`config.mk`:
```
export PLATFORM = sky130hd
export DESIGN_NAME = alu_seq_flat
export DESIGN_NICKNAME = d
export VERILOG_FILES = /design/src/rtl/alu_seq_if.sv /design/src/rtl/alu_seq.sv /design/src/flat_wrapper.sv
export SDC_FILE = /design/constraint.sdc
export NUM_CORES = 1
export LEC_CHECK = 0
export ABC_AREA = 1
export BUFFER_PORTS_ARGS = -buffer_cell sky130_fd_sc_hd__buf_2
export CAP_MARGIN = 20
export CORE_AREA = 10 10 106 99
export CTS_CLUSTER_DIAMETER = 50
export DETAILED_ROUTE_END_ITERATION = 7
export DIE_AREA = 0 0 116 109
export PLACE_DENSITY = 0.95
export RECOVER_POWER = 25
export SKIP_CTS_REPAIR_TIMING = 1
export SYNTH_ARGS = -nofsm -noshare
export SYNTH_HDL_FRONTEND = slang
export SYNTH_SLANG_ARGS = --single-unit
export TNS_END_PERCENT = 5
```
`constraint.sdc`:
```
create_clock -name clk -period 3.52 [get_ports clk]
set_input_delay 0.352 -clock clk [delete_from_list [all_inputs] [get_ports clk]]
set_output_delay 0.352 -clock clk [all_outputs]
set_load 0.005 [all_outputs]
```
`src/rtl/alu_seq_if.sv`:
```
// Request/response bundle between the decode stage and the sequential ALU.
// The master issues an operation and the slave (the ALU) returns the result,
// the status flags and its handshake state.
interface alu_seq_if #(
    parameter int WIDTH = 8
);
    logic             in_valid;
    logic             in_ready;
    logic [2:0]       inst;
    logic [WIDTH-1:0] operand_1;
    logic [WIDTH-1:0] operand_2;
    logic             out_valid;
    logic [WIDTH-1:0] sol;
    logic             flag_z;
    logic             flag_c;
    logic             flag_n;
    logic             flag_v;
    logic             busy;

    modport master (
        output in_valid, inst, operand_1, operand_2,
        input  in_ready, out_valid, sol, flag_z, flag_c, flag_n, flag_v, busy
    );

    modport slave (
        input  in_valid, inst, operand_1, operand_2,
        output in_ready, out_valid, sol, flag_z, flag_c, flag_n, flag_v, busy
    );
endinterface

```
`src/rtl/alu_seq.sv`:
```
// Sequential ALU: single-cycle logic/arithmetic ops, iterative shift-add
// multiply and bit-serial left shift behind a valid/ready handshake.
// FSM: IDLE -> (EXEC for N cycles) -> DONE -> IDLE. Result and flags are
// only written on entry to DONE, so intermediate MUL/SHL values never leak.
module alu_seq #(
    parameter int WIDTH  = 8,
    parameter int MUL_EN = 1
) (
    input logic      clk,
    input logic      rst_n,
    alu_seq_if.slave bus
);
    localparam int CW = $clog2(WIDTH + 1);
    localparam logic [WIDTH-1:0] W_VAL   = WIDTH[WIDTH-1:0];
    localparam logic [CW-1:0]    CNT_MAX = CW'(WIDTH);

    localparam logic [2:0] OP_MUL = 3'd0;
    localparam logic [2:0] OP_ADD = 3'd1;
    localparam logic [2:0] OP_SUB = 3'd2;
    localparam logic [2:0] OP_AND = 3'd3;
    localparam logic [2:0] OP_OR  = 3'd4;
    localparam logic [2:0] OP_XOR = 3'd5;
    localparam logic [2:0] OP_NOT = 3'd6;
    localparam logic [2:0] OP_SHL = 3'd7;

    typedef enum logic [1:0] {
        S_IDLE = 2'd0,
        S_EXEC = 2'd1,
        S_DONE = 2'd2
    } state_t;

    state_t             state_q, state_d;
    logic [2:0]         inst_q, inst_d;
    logic [CW-1:0]      cnt_q, cnt_d;
    // acc holds the running product for MUL, and the shift register for SHL
    // (bit WIDTH is then the most recent bit shifted out).
    logic [2*WIDTH-1:0] acc_q, acc_d;
    logic [2*WIDTH-1:0] mcand_q, mcand_d;
    logic [WIDTH-1:0]   mplier_q, mplier_d;
    logic [WIDTH-1:0]   sol_q, sol_d;
    logic               flag_z_q, flag_z_d;
    logic               flag_c_q, flag_c_d;
    logic               flag_n_q, flag_n_d;
    logic               flag_v_q, flag_v_d;
    logic               out_valid_q, out_valid_d;

    logic [WIDTH:0]     sum_w;
    logic [WIDTH:0]     diff_w;
    logic [2*WIDTH-1:0] acc_step;
    logic               fin_en;
    logic [WIDTH-1:0]   fin_res;
    logic               fin_c;
    logic               fin_v;

    // Extended add/subtract: the extra top bit is carry out / unsigned borrow.
    assign sum_w  = {1'b0, bus.operand_1} + {1'b0, bus.operand_2};
    assign diff_w = {1'b0, bus.operand_1} - {1'b0, bus.operand_2};

    // Next-state, datapath step and result capture.
    always_comb begin
        state_d     = state_q;
        inst_d      = inst_q;
        cnt_d       = cnt_q;
        acc_d       = acc_q;
        mcand_d     = mcand_q;
        mplier_d    = mplier_q;
        sol_d       = sol_q;
        flag_z_d    = flag_z_q;
        flag_c_d    = flag_c_q;
        flag_n_d    = flag_n_q;
        flag_v_d    = flag_v_q;
        out_valid_d = 1'b0;
        acc_step    = acc_q;
        fin_en      = 1'b0;
        fin_res     = '0;
        fin_c       = 1'b0;
        fin_v       = 1'b0;

        case (state_q)
            S_IDLE: begin
                if (bus.in_valid) begin
                    inst_d = bus.inst;
                    case (bus.inst)
                        OP_MUL: begin
                            if (MUL_EN != 0) begin
                                acc_d    = '0;
                                mcand_d  = {{WIDTH{1'b0}}, bus.operand_1};
                                mplier_d = bus.operand_2;
                                cnt_d    = CNT_MAX;
                                state_d  = S_EXEC;
                            end else begin
                                fin_en = 1'b1;
                            end
                        end
                        OP_ADD: begin
                            fin_en  = 1'b1;
                            fin_res = sum_w[WIDTH-1:0];
                            fin_c   = sum_w[WIDTH];
                            fin_v   = (bus.operand_1[WIDTH-1] == bus.operand_2[WIDTH-1]) &&
                                      (sum_w[WIDTH-1] != bus.operand_1[WIDTH-1]);
                        end
                        OP_SUB: begin
                            fin_en  = 1'b1;
                            fin_res = diff_w[WIDTH-1:0];
                            fin_c   = diff_w[WIDTH];
                            fin_v   = (bus.operand_1[WIDTH-1] != bus.operand_2[WIDTH-1]) &&
                                      (diff_w[WIDTH-1] != bus.operand_1[WIDTH-1]);
                        end
                        OP_AND: begin
                            fin_en  = 1'b1;
                            fin_res = bus.operand_1 & bus.operand_2;
                        end
                        OP_OR: begin
                            fin_en  = 1'b1;
                            fin_res = bus.operand_1 | bus.operand_2;
                        end
                        OP_XOR: begin
                            fin_en  = 1'b1;
                            fin_res = bus.operand_1 ^ bus.operand_2;
                        end
                        OP_NOT: begin
                            fin_en  = 1'b1;
                            fin_res = ~bus.operand_1;
                        end
                        default: begin
                            // SHL: a zero shift completes at once with no carry
                            if (bus.operand_2 == '0) begin
                                fin_en  = 1'b1;
                                fin_res = bus.operand_1;
                            end else begin
                                acc_d   = {{WIDTH{1'b0}}, bus.operand_1};
                                cnt_d   = (bus.operand_2 >= W_VAL) ? CNT_MAX
                                                                   : bus.operand_2[CW-1:0];
                                state_d = S_EXEC;
                            end
                        end
                    endcase
                end
            end
            S_EXEC: begin
                cnt_d = cnt_q - CW'(1);
                if (inst_q == OP_MUL) begin
                    acc_step = mplier_q[0] ? (acc_q + mcand_q) : acc_q;
                    mcand_d  = mcand_q << 1;
                    mplier_d = mplier_q >> 1;
                end else begin
                    acc_step = acc_q << 1;
                end
                acc_d = acc_step;
                if (cnt_q == CW'(1)) begin
                    fin_en  = 1'b1;
                    fin_res = acc_step[WIDTH-1:0];
                    fin_c   = (inst_q == OP_MUL) ? (|acc_step[2*WIDTH-1:WIDTH])
                                                 : acc_step[WIDTH];
                end
            end
            S_DONE: begin
                state_d = S_IDLE;
            end
            default: begin
                state_d = S_IDLE;
            end
        endcase

        if (fin_en) begin
            sol_d       = fin_res;
            flag_c_d    = fin_c;
            flag_v_d    = fin_v;
            flag_z_d    = (fin_res == '0);
            flag_n_d    = fin_res[WIDTH-1];
            out_valid_d = 1'b1;
            state_d     = S_DONE;
        end
    end

    // State and registered outputs; reset discards any operation in flight.
    always_ff @(posedge clk or negedge rst_n) begin
        if (!rst_n) begin
            state_q     <= S_IDLE;
            inst_q      <= '0;
            cnt_q       <= '0;
            acc_q       <= '0;
            mcand_q     <= '0;
            mplier_q    <= '0;
            sol_q       <= '0;
            flag_z_q    <= 1'b0;
            flag_c_q    <= 1'b0;
            flag_n_q    <= 1'b0;
            flag_v_q    <= 1'b0;
            out_valid_q <= 1'b0;
        end else begin
            state_q     <= state_d;
            inst_q      <= inst_d;
            cnt_q       <= cnt_d;
            acc_q       <= acc_d;
            mcand_q     <= mcand_d;
            mplier_q    <= mplier_d;
            sol_q       <= sol_d;
            flag_z_q    <= flag_z_d;
            flag_c_q    <= flag_c_d;
            flag_n_q    <= flag_n_d;
            flag_v_q    <= flag_v_d;
            out_valid_q <= out_valid_d;
        end
    end

    assign bus.in_ready  = (state_q == S_IDLE);
    assign bus.busy      = (state_q != S_IDLE);
    assign bus.out_valid = out_valid_q;
    assign bus.sol       = sol_q;
    assign bus.flag_z    = flag_z_q;
    assign bus.flag_c    = flag_c_q;
    assign bus.flag_n    = flag_n_q;
    assign bus.flag_v    = flag_v_q;
endmodule

```
`src/flat_wrapper.sv`:
```
// flat-port wrapper written by rule: the top's interface ports become plain ports
module alu_seq_flat 
#(
    parameter int WIDTH  = 8,
    parameter int MUL_EN = 1
)
  (clk, rst_n, bus_in_valid, bus_inst, bus_operand_1, bus_operand_2, bus_in_ready, bus_out_valid, bus_sol, bus_flag_z, bus_flag_c, bus_flag_n, bus_flag_v, bus_busy);
  alu_seq_if #(.WIDTH(WIDTH)) bus_i ();
  input logic clk;
  input logic rst_n;
  input wire logic [$bits(bus_i.in_valid)-1:0] bus_in_valid;
  input wire logic [$bits(bus_i.inst)-1:0] bus_inst;
  input wire logic [$bits(bus_i.operand_1)-1:0] bus_operand_1;
  input wire logic [$bits(bus_i.operand_2)-1:0] bus_operand_2;
  output wire logic [$bits(bus_i.in_ready)-1:0] bus_in_ready;
  output wire logic [$bits(bus_i.out_valid)-1:0] bus_out_valid;
  output wire logic [$bits(bus_i.sol)-1:0] bus_sol;
  output wire logic [$bits(bus_i.flag_z)-1:0] bus_flag_z;
  output wire logic [$bits(bus_i.flag_c)-1:0] bus_flag_c;
  output wire logic [$bits(bus_i.flag_n)-1:0] bus_flag_n;
  output wire logic [$bits(bus_i.flag_v)-1:0] bus_flag_v;
  output wire logic [$bits(bus_i.busy)-1:0] bus_busy;
  assign bus_i.in_valid = bus_in_valid;
  assign bus_i.inst = bus_inst;
  assign bus_i.operand_1 = bus_operand_1;
  assign bus_i.operand_2 = bus_operand_2;
  assign bus_in_ready = bus_i.in_ready;
  assign bus_out_valid = bus_i.out_valid;
  assign bus_sol = bus_i.sol;
  assign bus_flag_z = bus_i.flag_z;
  assign bus_flag_c = bus_i.flag_c;
  assign bus_flag_n = bus_i.flag_n;
  assign bus_flag_v = bus_i.flag_v;
  assign bus_busy = bus_i.busy;
  alu_seq #(.WIDTH(WIDTH), .MUL_EN(MUL_EN)) u_core (.clk(clk), .rst_n(rst_n), .bus(bus_i));
endmodule
```
==> results of run 1 <==
[routing by layer]
| metal | part of all wire [%] | GRT usage [%] |
|---|---|---|
| met2 | 42 | 38.4 |
| met3 | 13 | 5.77 |
| met4 | 2.4 | 8.30 |
| met1 | 42 | 36.7 |
| met5 | 0 | 0 |
[per-stage QoR]
stage               util (%)  cell area, um2  instances
finish                  70.1            5830        952
global route            70.1            5830        952
detailed placement      67.5            5630        937
global placement        67.5            5630        937
floorplan                  -            5410        817
CTS                     70.1            5840        952
[path summary, 6_finish.rpt]
| path | startpoint | to | depth (start not counted) |
|---|---|---|---|
| worst min register to register | u_core.bus.sol[4] | u_core.bus.sol[4] | 2 |
| worst max register to register | u_core.mcand_q[0] | u_core.bus.flag_z | 14 |
| min in group asynchronous | rst_n | u_core.acc_q[9] | 1 |
| worst min-delay path | bus_in_valid | u_core.state_q[0] | 3 |
| worst max-delay path | u_core.mcand_q[0] | u_core.bus.flag_z | 14 |
| max in group asynchronous | rst_n | u_core.bus.sol[3] | 2 |
[kinds of logic after synthesis]
group	Yosys count	synth area share, %
buffers and inverters	135	10.3
XOR/XNOR	7	1.13
adder cells (fa/ha/maj)	46	11.0
flip-flops	61	28.2
AND/OR/NAND/NOR	422	34.0
AO/OA/AOI/OAI	146	15.3
[placed cells by master, fill, tap and decap left out, types with 2 or more instances in the layout]
master     instances
clkbuf_8          10
and2_1             3
o22ai_1           16
nor2_1            63
xnor2_1            4
nand3b_1           3
nor2_8             2
fa_1               3
nor3_1             8
a211oi_1           2
ha_1              43
nor2_4             5
o211ai_1           6
or2_1              2
buf_2             35
buf_4              4
dfrtp_1           61
o311ai_0           3
o21ai_0           49
inv_2              5
nand4_1            9
a22oi_1            2
clkbuf_1           3
bufinv_16          2
o21ai_2            2
nand2_1          242
a21oi_1           49
or2_2              4
inv_1            105
nand3_1           76
a31oi_1           11
xor2_1             3
[worst reg2reg max path, cell delays in order, from the launching register on]
cell      delay, ps
dfrtp_1         430
ha_1            280
fa_1            500
or2_2           300
nand3_1          70
o211ai_1        110
o21ai_0         170
inv_1            70
nand2_1         110
nand2_1          60
nor2_1          130
nand3_1          90
nor2_1          100
nand3_1          70
nand2_1          70
[layout make-up]
| class | count | area, um2 |
|---|---|---|
| inverters | 112 | 423 |
| multi-input cells | 621 | 3330 |
| repair buffers | 41 | 213 |
| well taps | 102 | 128 |
| fillers | 708 | 2490 |
| clock buffers | 11 | 141 |
| flip-flops and latches | 61 | 1530 |
| clock inverters | 4 | 72.6 |
[Yosys cell counts, types with 3 or more instances]
cell type / instances / area (um2)
nor2_4: 5 / 56.3
inv_1: 105 / 394
ha_1: 43 / 538
or2_2: 4 / 25.0
o21ai_0: 49 / 245
buf_2: 7 / 35.0
xnor2_1: 4 / 35.0
nor2_1: 63 / 236
a31oi_1: 11 / 68.8
inv_2: 5 / 18.8
o311ai_0: 3 / 26.3
buf_4: 6 / 45.0
nand2_1: 242 / 908
clkbuf_1: 7 / 26.3
and2_1: 3 / 18.8
a21oi_1: 49 / 245
dfrtp_1: 61 / 1530
nand4_1: 9 / 56.3
nor3_1: 8 / 40.0
nand3b_1: 3 / 22.5
fa_1: 3 / 60.1
o211ai_1: 6 / 45.0
o22ai_1: 16 / 100
xor2_1: 3 / 26.3
nand3_1: 76 / 380
[registers in the layout, summed over array words and instances (netlist names), 2 cells and up]
signal and flops:
u_core.inst_q 3, u_core.acc_q 16, u_core.cnt_q 4, u_core.mplier_q 8, u_core.bus.sol 8, u_core.mcand_q 16, u_core.state_q 2
[power by group through the flow]
stage / logic [mW] / registers [mW] / clock network [mW]
floorplan: 2.10 / 1.20 / 0
global placement: 2.62 / 1.28 / 0
detailed placement: 2.67 / 1.29 / 0
CTS: 2.71 / 1.28 / 0.702
global route: 3.12 / 1.33 / 0.728
finish: 2.77 / 1.30 / 0.700
==> metrics.yaml, run 1 <==
run_status: "finished, violations left"
violations: "capacitance limit, slew limit"
p_switching_mw: 2.40
route.detailed.drc: 0
drt_iter0_drc: 683
ys_seq_area_share_pct: 28.2
setup_viol: 0
ys_ff_latch: 61
grt_start_max_net_pins: 38
p_comb_share_pct: 58.1
grt_pass1_vias: 5311
layout-drive-gt1-share_pct: 9.18
clock_latency_ps: 350
hpwl_um: 12200
ios: 37
tritoncts: "done"
clockBufferDepth: 2
avgSynthCellArea_um2: 6.63
p_sw_share_pct: 50.3
critPathSlowestCell: "fa_1"
skew_ps: 16.9
hp-class: "input port to flip-flop"
ys_warn_count: 0
drv_slew: 36
htree_levels: 3
drt.antenna.violating_nets: 0
worst_pin_slew_ps: 1920
period_share_pct: 74.0
num_antenna_cells: 0
power.total_mw: 4.78
cp-start-kind: "flip-flop"
crit_path_max_incr_delay_ps: 500
die_y_um: 109
core_area_um2: 8330
placementRows: 32
syn_to_final_growth_pct: 7.79
synth_nets: 885
first_pass_iters: 6
antenna_found_initial: 0
path_buf_inv: 1
rrSetupSlack_ps: 920
crit_family: "simple AND/OR/NAND/NOR gates"
p_per_area_nw_per_um2: 818
rsz0062_at_grt: "false"
clock_sinks: 61
fin_crit_ps: 2600
ir_worst_vdd_mv: 0.384
crit_type: "flip-flop to flip-flop"
io_buffers: 36
fmax_ghz: 0.384
hold_viol_final: 0
slew_headroom_pct: -28.2
endpoint_kind: "flip-flop"
p_seq_share_pct: 27.2
num_vias: 5799
wire_per_inst_um: 16.8
cts_buffers: 9
cap_violations: 1
grt_first_pass_wirelength_um: 26400
die_area_um2: 12600
synth_edf_count: 0
setup_tns_ps: 0
cts.clk_slew.worst_paths_ps: 80
grt_overflow: 0
place_ws_ps: 1040
synth_top_flop_cell: "dfrtp_1"
avgViaCountPerCell: 6.09
cp.arrival_ps: 2890
setup_slack_ps: 916
final_nets: 914
grt.total_usage_pct: 25.9
cp_data_required_time_ps: 3810
holdWs_ps: 313
synth_cell_types: 45
cts-root-buf: "clkbuf_8"
syn_inst: 817
routed_wl_um: 16000
async_flop_share_pct: 100
leakagePower_nw: 3.09
routabilityCongestion: 1.01
start_util_pct: 65.0
synth_area_um2: 5410
clock_power_share_pct: 14.7
path_cells: "ha_1 -> fa_1 -> or2_2 -> nand3_1 -> o211ai_1 -> o21ai_0 -> inv_1 -> nand2_1 -> nand2_1 -> nor2_1 -> nand3_1 -> nor2_1 -> nand3_1 -> nand2_1"
die_w_um: 116
p_int_mw: 2.37
crit_fanout: 4
(Power assumes the default switching activity.)
==> run 2, diff against run 1 <==
--- a/config.mk
+++ b/config.mk
@@ -8,11 +8,11 @@
 export ABC_AREA = 1
 export BUFFER_PORTS_ARGS = -buffer_cell sky130_fd_sc_hd__buf_2
 export CAP_MARGIN = 20
-export CORE_AREA = 10 10 106 99
+export CORE_AREA = 10 10 110 102
 export CTS_CLUSTER_DIAMETER = 50
 export DETAILED_ROUTE_END_ITERATION = 7
-export DIE_AREA = 0 0 116 109
-export PLACE_DENSITY = 0.95
+export DIE_AREA = 0 0 120 112
+export PLACE_DENSITY = 0.9
 export RECOVER_POWER = 25
 export SKIP_CTS_REPAIR_TIMING = 1
 export SYNTH_ARGS = -nofsm -noshare
==> constraint.sdc (replaced) <==
create_clock -name clk -period 2.7 [get_ports clk]
set_input_delay 0.27 -clock clk [delete_from_list [all_inputs] [get_ports clk]]
set_output_delay 0.27 -clock clk [all_outputs]
set_load 0.005 [all_outputs]
==> run 2 against run 1 <==
Against the previous run: clock-buffer cell count unchanged; maximum frequency up 4.6%; total power up 35%; the run still ends with capacitance limit, slew limit left; first-iteration DRC count down 4.4%; sequential share of layout area down 0.46 points; clock power up 49%; highest routed layer unchanged.
==> metrics.yaml, run 2 (synthesized netlist as in run 1, its figures left out) <==
crit_type: "flip-flop to flip-flop"
die_y_um: 112
routed_wl_um: 16000
grt.total_usage_pct: 23.3
crit_fanout: 4
multi_input_area_um2: 3330
final_cells: 977
skew_ps: 7.82
final_nets: 918
reg_top3: "u_core.acc_q: 16 flops, u_core.mcand_q: 16 flops"
most-common-layout-cells: "nand2_1, inv_1, nand3_1, nor2_1, dfrtp_1"
fin_area_um2: 5940
cap_violations: 1
nFillCells: 788
cts-root-buf: "clkbuf_8"
clock_latency_ps: 340
rsz0062_at_grt: "false"
dpl.cell_count: 961
hpwl_um: 12100
grt_overflow: 0
setup_viol: 0
clock_sinks: 61
num_antenna_cells: 0
hold_viol_final: 0
syn_to_final_growth_pct: 9.71
fin_util_pct: 66.3
ios: 37
route.detailed.drc: 0
clockBufferDepth: 2
antenna_found_initial: 0
fmax_ghz: 0.402
cp.arrival_ps: 2770
fin_crit_ps: 2490
grt_pass1_vias: 5284
drt.antenna.violating_nets: 0
violations: "capacitance limit, slew limit"
cp_data_required_time_ps: 2980
htree_levels: 3
core_area_um2: 8960
ir_worst_vdd_mv: 0.461
dpl_cell_area_um2: 5680
routabilityCongestion: 1.01
tritoncts: "done"
ff2ff_path_depth: 14
seqCellArea_um2: 1530
min_path_cells: 3
p_per_area_nw_per_um2: 1080
grt_start_max_net_pins: 62
first_pass_iters: 7
die_w_um: 120
placementRows: 33
worst_pin_slew_ps: 1500
grt_first_pass_wirelength_um: 26000
drv_slew: 61
drt_iter0_drc: 653
avgViaCountPerCell: 5.95
endpoint_kind: "flip-flop"
period_share_pct: 92.2
cts.clk_slew.worst_paths_ps: 70
io_buffers: 36
hp-class: "input port to flip-flop"
setup_tns_ps: 0
leakagePower_nw: 3.13
cp-start-kind: "flip-flop"
wire_per_inst_um: 16.3
start_util_pct: 60.4
num_vias: 5813
cts_buffers: 9
final_common_cell: "nand2_1"
slew_headroom_pct: -0.332
die_area_um2: 13400
run_status: "finished, violations left"
layout-drive-gt1-share_pct: 10.2
[run 2: path summary, 6_finish.rpt]
| path | startpoint | endpoint | slack [ps] |
|---|---|---|---|
| max | u_core.acc_q[0] | u_core.bus.flag_z | 210 |
| min | bus_in_valid | u_core.state_q[0] | 200 |
| max reg2reg | u_core.acc_q[0] | u_core.bus.flag_z | 210 |
| min reg2reg | u_core.bus.sol[4] | u_core.bus.sol[4] | 490 |
| max in group asynchronous | rst_n | u_core.mcand_q[12] | 1420 |
| min in group asynchronous | rst_n | u_core.state_q[1] | 370 |
[run 2: layer usage]
| metal | wire length (um) | global-route usage (%) | share of wire, % | vias up |
|---|---|---|---|---|
| met5 | 0 | 0 | 0 | - |
| met4 | 378 | 5.31 | 2.4 | 0 |
| met3 | 2060 | 7.12 | 13 | 52 |
| met2 | 6780 | 34.8 | 42 | 393 |
| met1 | 6740 | 32.1 | 42 | 2630 |
| li1 | - | - | - | 2738 |
[run 2: cell type report]
| type | count | area share, % |
|---|---|---|
| Tap cell | 122 | 2.57 |
| Clock buffer | 11 | 2.55 |
| Inverter | 112 | 7.12 |
| Sequential cell | 61 | 25.7 |
| Clock inverter | 5 | 1.79 |
| Multi-Input combinational cell | 621 | 56.1 |
| Timing Repair Buffer | 45 | 4.13 |
[run 2: power by group]
part	internal [mW]	total (mW)	switching (mW)
clock network	0.665	1.04	0.377
registers	1.32	1.66	0.340
logic	1.29	3.73	2.44
total	3.27	6.43	3.16
[run 2: critical path, cell delays in order (launching register included)]
cell	delay (ps)
dfrtp_1	420
ha_1	260
fa_2	430
nand3_1	110
nand3_1	120
or2_2	300
nand3_1	80
nand2_1	80
nand3_1	110
nand2_1	80
inv_1	90
nand3_1	90
nor2_1	130
nand3_1	90
nand2_1	60
[run 2: stage by stage]
step | power [mW] | setup slack (ps) | hold WS, ps
3_5_place_dp | 5.23 | 308 | 469
2_1_floorplan | 4.29 | 546 | -25.6
5_1_grt | 6.98 | 32.4 | 231
3_3_place_gp | 5.13 | 378 | 460
4_1_cts | 6.33 | 218 | 118
6_report | 6.43 | 209 | 196
==> run 3, diff against run 2 <==
--- a/config.mk
+++ b/config.mk
@@ -5,14 +5,13 @@
 export SDC_FILE = /design/constraint.sdc
 export NUM_CORES = 1
 export LEC_CHECK = 0
-export ABC_AREA = 1
 export BUFFER_PORTS_ARGS = -buffer_cell sky130_fd_sc_hd__buf_2
 export CAP_MARGIN = 20
-export CORE_AREA = 10 10 110 102
+export CORE_AREA = 10 10 117 108
 export CTS_CLUSTER_DIAMETER = 50
 export DETAILED_ROUTE_END_ITERATION = 7
-export DIE_AREA = 0 0 120 112
-export PLACE_DENSITY = 0.9
+export DIE_AREA = 0 0 127 118
+export PLACE_DENSITY = 0.8
 export RECOVER_POWER = 25
 export SKIP_CTS_REPAIR_TIMING = 1
 export SYNTH_ARGS = -nofsm -noshare
==> constraint.sdc (replaced) <==
create_clock -name clk -period 2.03 [get_ports clk]
set_input_delay 0.203 -clock clk [delete_from_list [all_inputs] [get_ports clk]]
set_output_delay 0.203 -clock clk [all_outputs]
set_load 0.005 [all_outputs]
==> run 3 against run 2 <==
Against the previous run: the flow finishes with violations (setup timing); clock skew up 4.1 ps; clock-buffer cell count is 2 lower; largest cell class unchanged; highest routed layer unchanged; synthesized cell count is 26% lower; clock power grew 38%; sequential share of layout area is 3.7 points lower; area after synthesis decreased by 7.6%; setup slack worse by 940 ps; cell count shrank 5.7%; critical path type unchanged; sequential power rose by 21%.
==> metrics.yaml, run 3 <==
crit_type: "flip-flop to flip-flop"
htree_levels: 3
ios: 37
reg_top3: "u_core.acc_q: 16 flops, u_core.mcand_q: 16 flops"
first_pass_iters: 5
skew_ps: 11.9
antenna_found_initial: 0
worst_pin_slew_ps: 1380
cp_data_required_time_ps: 2280
tritoncts: "done"
setup_tns_ps: -8100
rsz0062_at_grt: "true"
core_area_um2: 10200
avgSynthCellArea_um2: 8.30
die_y_um: 118
routed_wl_um: 17400
clockBufferDepth: 2
final_nets: 855
fin_area_um2: 6940
cap_violations: 0
synth_cell_types: 69
endpoint_kind: "flip-flop"
fmax_ghz: 0.362
hold_viol_final: 0
power.total_mw: 8.35
crit_fanout: 3
setup_viol: 20
placementRows: 35
synth_area_um2: 5000
hp-class: "input port to flip-flop"
io_buffers: 36
clock_sinks: 61
cp-start-kind: "flip-flop"
dpl.cell_count: 904
top_layer_used: "met4"
syn_to_final_growth_pct: 38.7
die_area_um2: 15000
die_w_um: 127
slew_headroom_pct: 8.29
wire_per_inst_um: 18.9
dpl_cell_area_um2: 6540
met1_length_um: 6830
ys_ff_latch: 61
avgViaCountPerCell: 6.04
cts_buffers: 9
syn_inst: 603
synth_top_area_cell: "dfrtp_1"
netlist_top_cells_area: "dfrtp_1, ha_1, nand2_1"
ir_worst_vdd_mv: 0.739
synth_edf_count: 0
cp.arrival_ps: 3010
met3WireLength_um: 1340
num_vias: 5563
leakagePower_nw: 3.44
critPathSlowestCell: "dfrtp_1"
routabilityCongestion: 0.931
path_cells: "ha_4 -> fa_2 -> a21o_1 -> a41oi_2 -> nand3_2 -> buf_4 -> a41oi_2 -> xnor2_1 -> nand2_1 -> o2bb2ai_2 -> and3_1 -> a41oi_1"
synthTopCellsByCount: "nand2_1, dfrtp_1, nor2_1, ha_1, o21ai_0"
cts.clk_slew.worst_paths_ps: 60
most-common-layout-cells: "buf_4, nand2_1, dfrtp_1, nor2_1, ha_1"
grt_pass1_vias: 5513
clock_latency_ps: 340
hpwl_um: 13100
final_cells: 921
p_per_area_nw_per_um2: 1200
wl_met2_um: 8470
path_common_cell: "a41oi_2"
final_common_cell: "buf_4"
run_status: "finished, violations left"
drt.antenna.violating_nets: 0
ys_warn_count: 0
drv_slew: 0
synth_top_area_share_pct: 30.5
cts-root-buf: "clkbuf_16"
fin_util_pct: 68.3
layout-drive-gt1-share_pct: 33.6
crit_path_max_incr_delay_ps: 420
period_share_pct: 136
nFillCells: 779
setup_slack_ps: -733
grt.total_usage_pct: 22.0
violations: "setup timing"
ys_seq_area_share_pct: 30.5
synth_top_flop_cell: "dfrtp_1"
num_antenna_cells: 0
yosysMostFrequentCell: "nand2_1"
synth_nets: 671
grt_overflow: 0
drt_iter0_drc: 564
grt_start_max_net_pins: 35
route.detailed.drc: 0
async_flop_share_pct: 100
fin_crit_ps: 2760
grt_first_pass_wirelength_um: 27600
start_util_pct: 49.2
-- run 3: cell types whose count changed after synthesis, moves of 11 or more --
cell	change
a31oi_1	+11
a22o_1	+11
a21o_1	+17
clkbuf_1	+13
nand3_1	-66
nand2_1	-155
o22ai_1	-11
nor2_1	-11
o21ai_0	-14
inv_1	-78
mux2i_1	+11
a21oi_1	-15
-- run 3: worst max-delay path, delay by kind of cell (launching register included) --
kind	cells	cell delay, ps
buf+inv	1	180
compound gates	5	980
fa+ha+maj	2	540
flops	1	420
simple gates	3	400
xor+xnor	1	170
-- run 3: final timing paths --
kind,slack [ps],startpoint,cells after the start,to
min in group asynchronous,710,rst_n,2,u_core.acc_q[12]
max in group asynchronous,270,rst_n,3,u_core.acc_q[1]
hold / removal,300,bus_operand_1[7],5,u_core.bus.flag_v
setup reg to reg,-730,u_core.acc_q[0],12,u_core.bus.flag_c
setup / recovery,-730,u_core.acc_q[0],12,u_core.bus.flag_c
hold reg to reg,470,u_core.bus.sol[2],1,u_core.bus.sol[2]
-- run 3: area by class of cell --
| cell class | count | area [um2] | share of cell area, % |
|---|---|---|---|
| well taps | 129 | 161 | 2.33 |
| clock inverters | 7 | 51.3 | 0.739 |
| clock buffers | 9 | 225 | 3.25 |
| inverters | 29 | 110 | 1.59 |
| repair buffers | 206 | 1480 | 21.3 |
| multi-input cells | 480 | 3390 | 48.8 |
| flip-flops and latches | 61 | 1530 | 22.0 |
-- run 3: routing by layer --
layer / up-vias / global-route usage [%]
met4: 0 / 9.60
met3: 63 / 3.38
li1: 2564 / -
met2: 301 / 37.3
met5: - / 0
met1: 2635 / 26.6
-- run 3: cell families (layout without fill, tap and decap cells) --
group | count (synthesis) | after routing | share of synthesized area [%]
and+or+nand+nor | 203 | 203 | 19.1
AOI/OAI and AO/OA | 197 | 197 | 26.8
buffers and inverters | 62 | 251 | 5.23
DFF | 61 | 61 | 30.5
adders and majority gates | 46 | 46 | 12.0
xor gates and xnor gates | 18 | 18 | 3.15
muxes | 16 | 16 | 3.33
-- run 3: where the power goes --
| group | switching, mW | total [mW] | leakage, nW | internal, mW |
|---|---|---|---|---|
| Sequential | 0.350 | 2.01 | 0.755 | 1.66 |
| Clock | 0.598 | 1.43 | 0.132 | 0.829 |
| Combinational | 2.58 | 4.91 | 2.55 | 2.33 |
| Total | 3.53 | 8.35 | 3.44 | 4.82 |
-- run 3: through the flow --
stage	worst slack [ps]	hold WS, ps
after floorplan	-467	-92.6
after global placement	-811	214
after detailed placement	-859	227
after CTS	-764	-128
after global routing	-858	313
final	-733	299
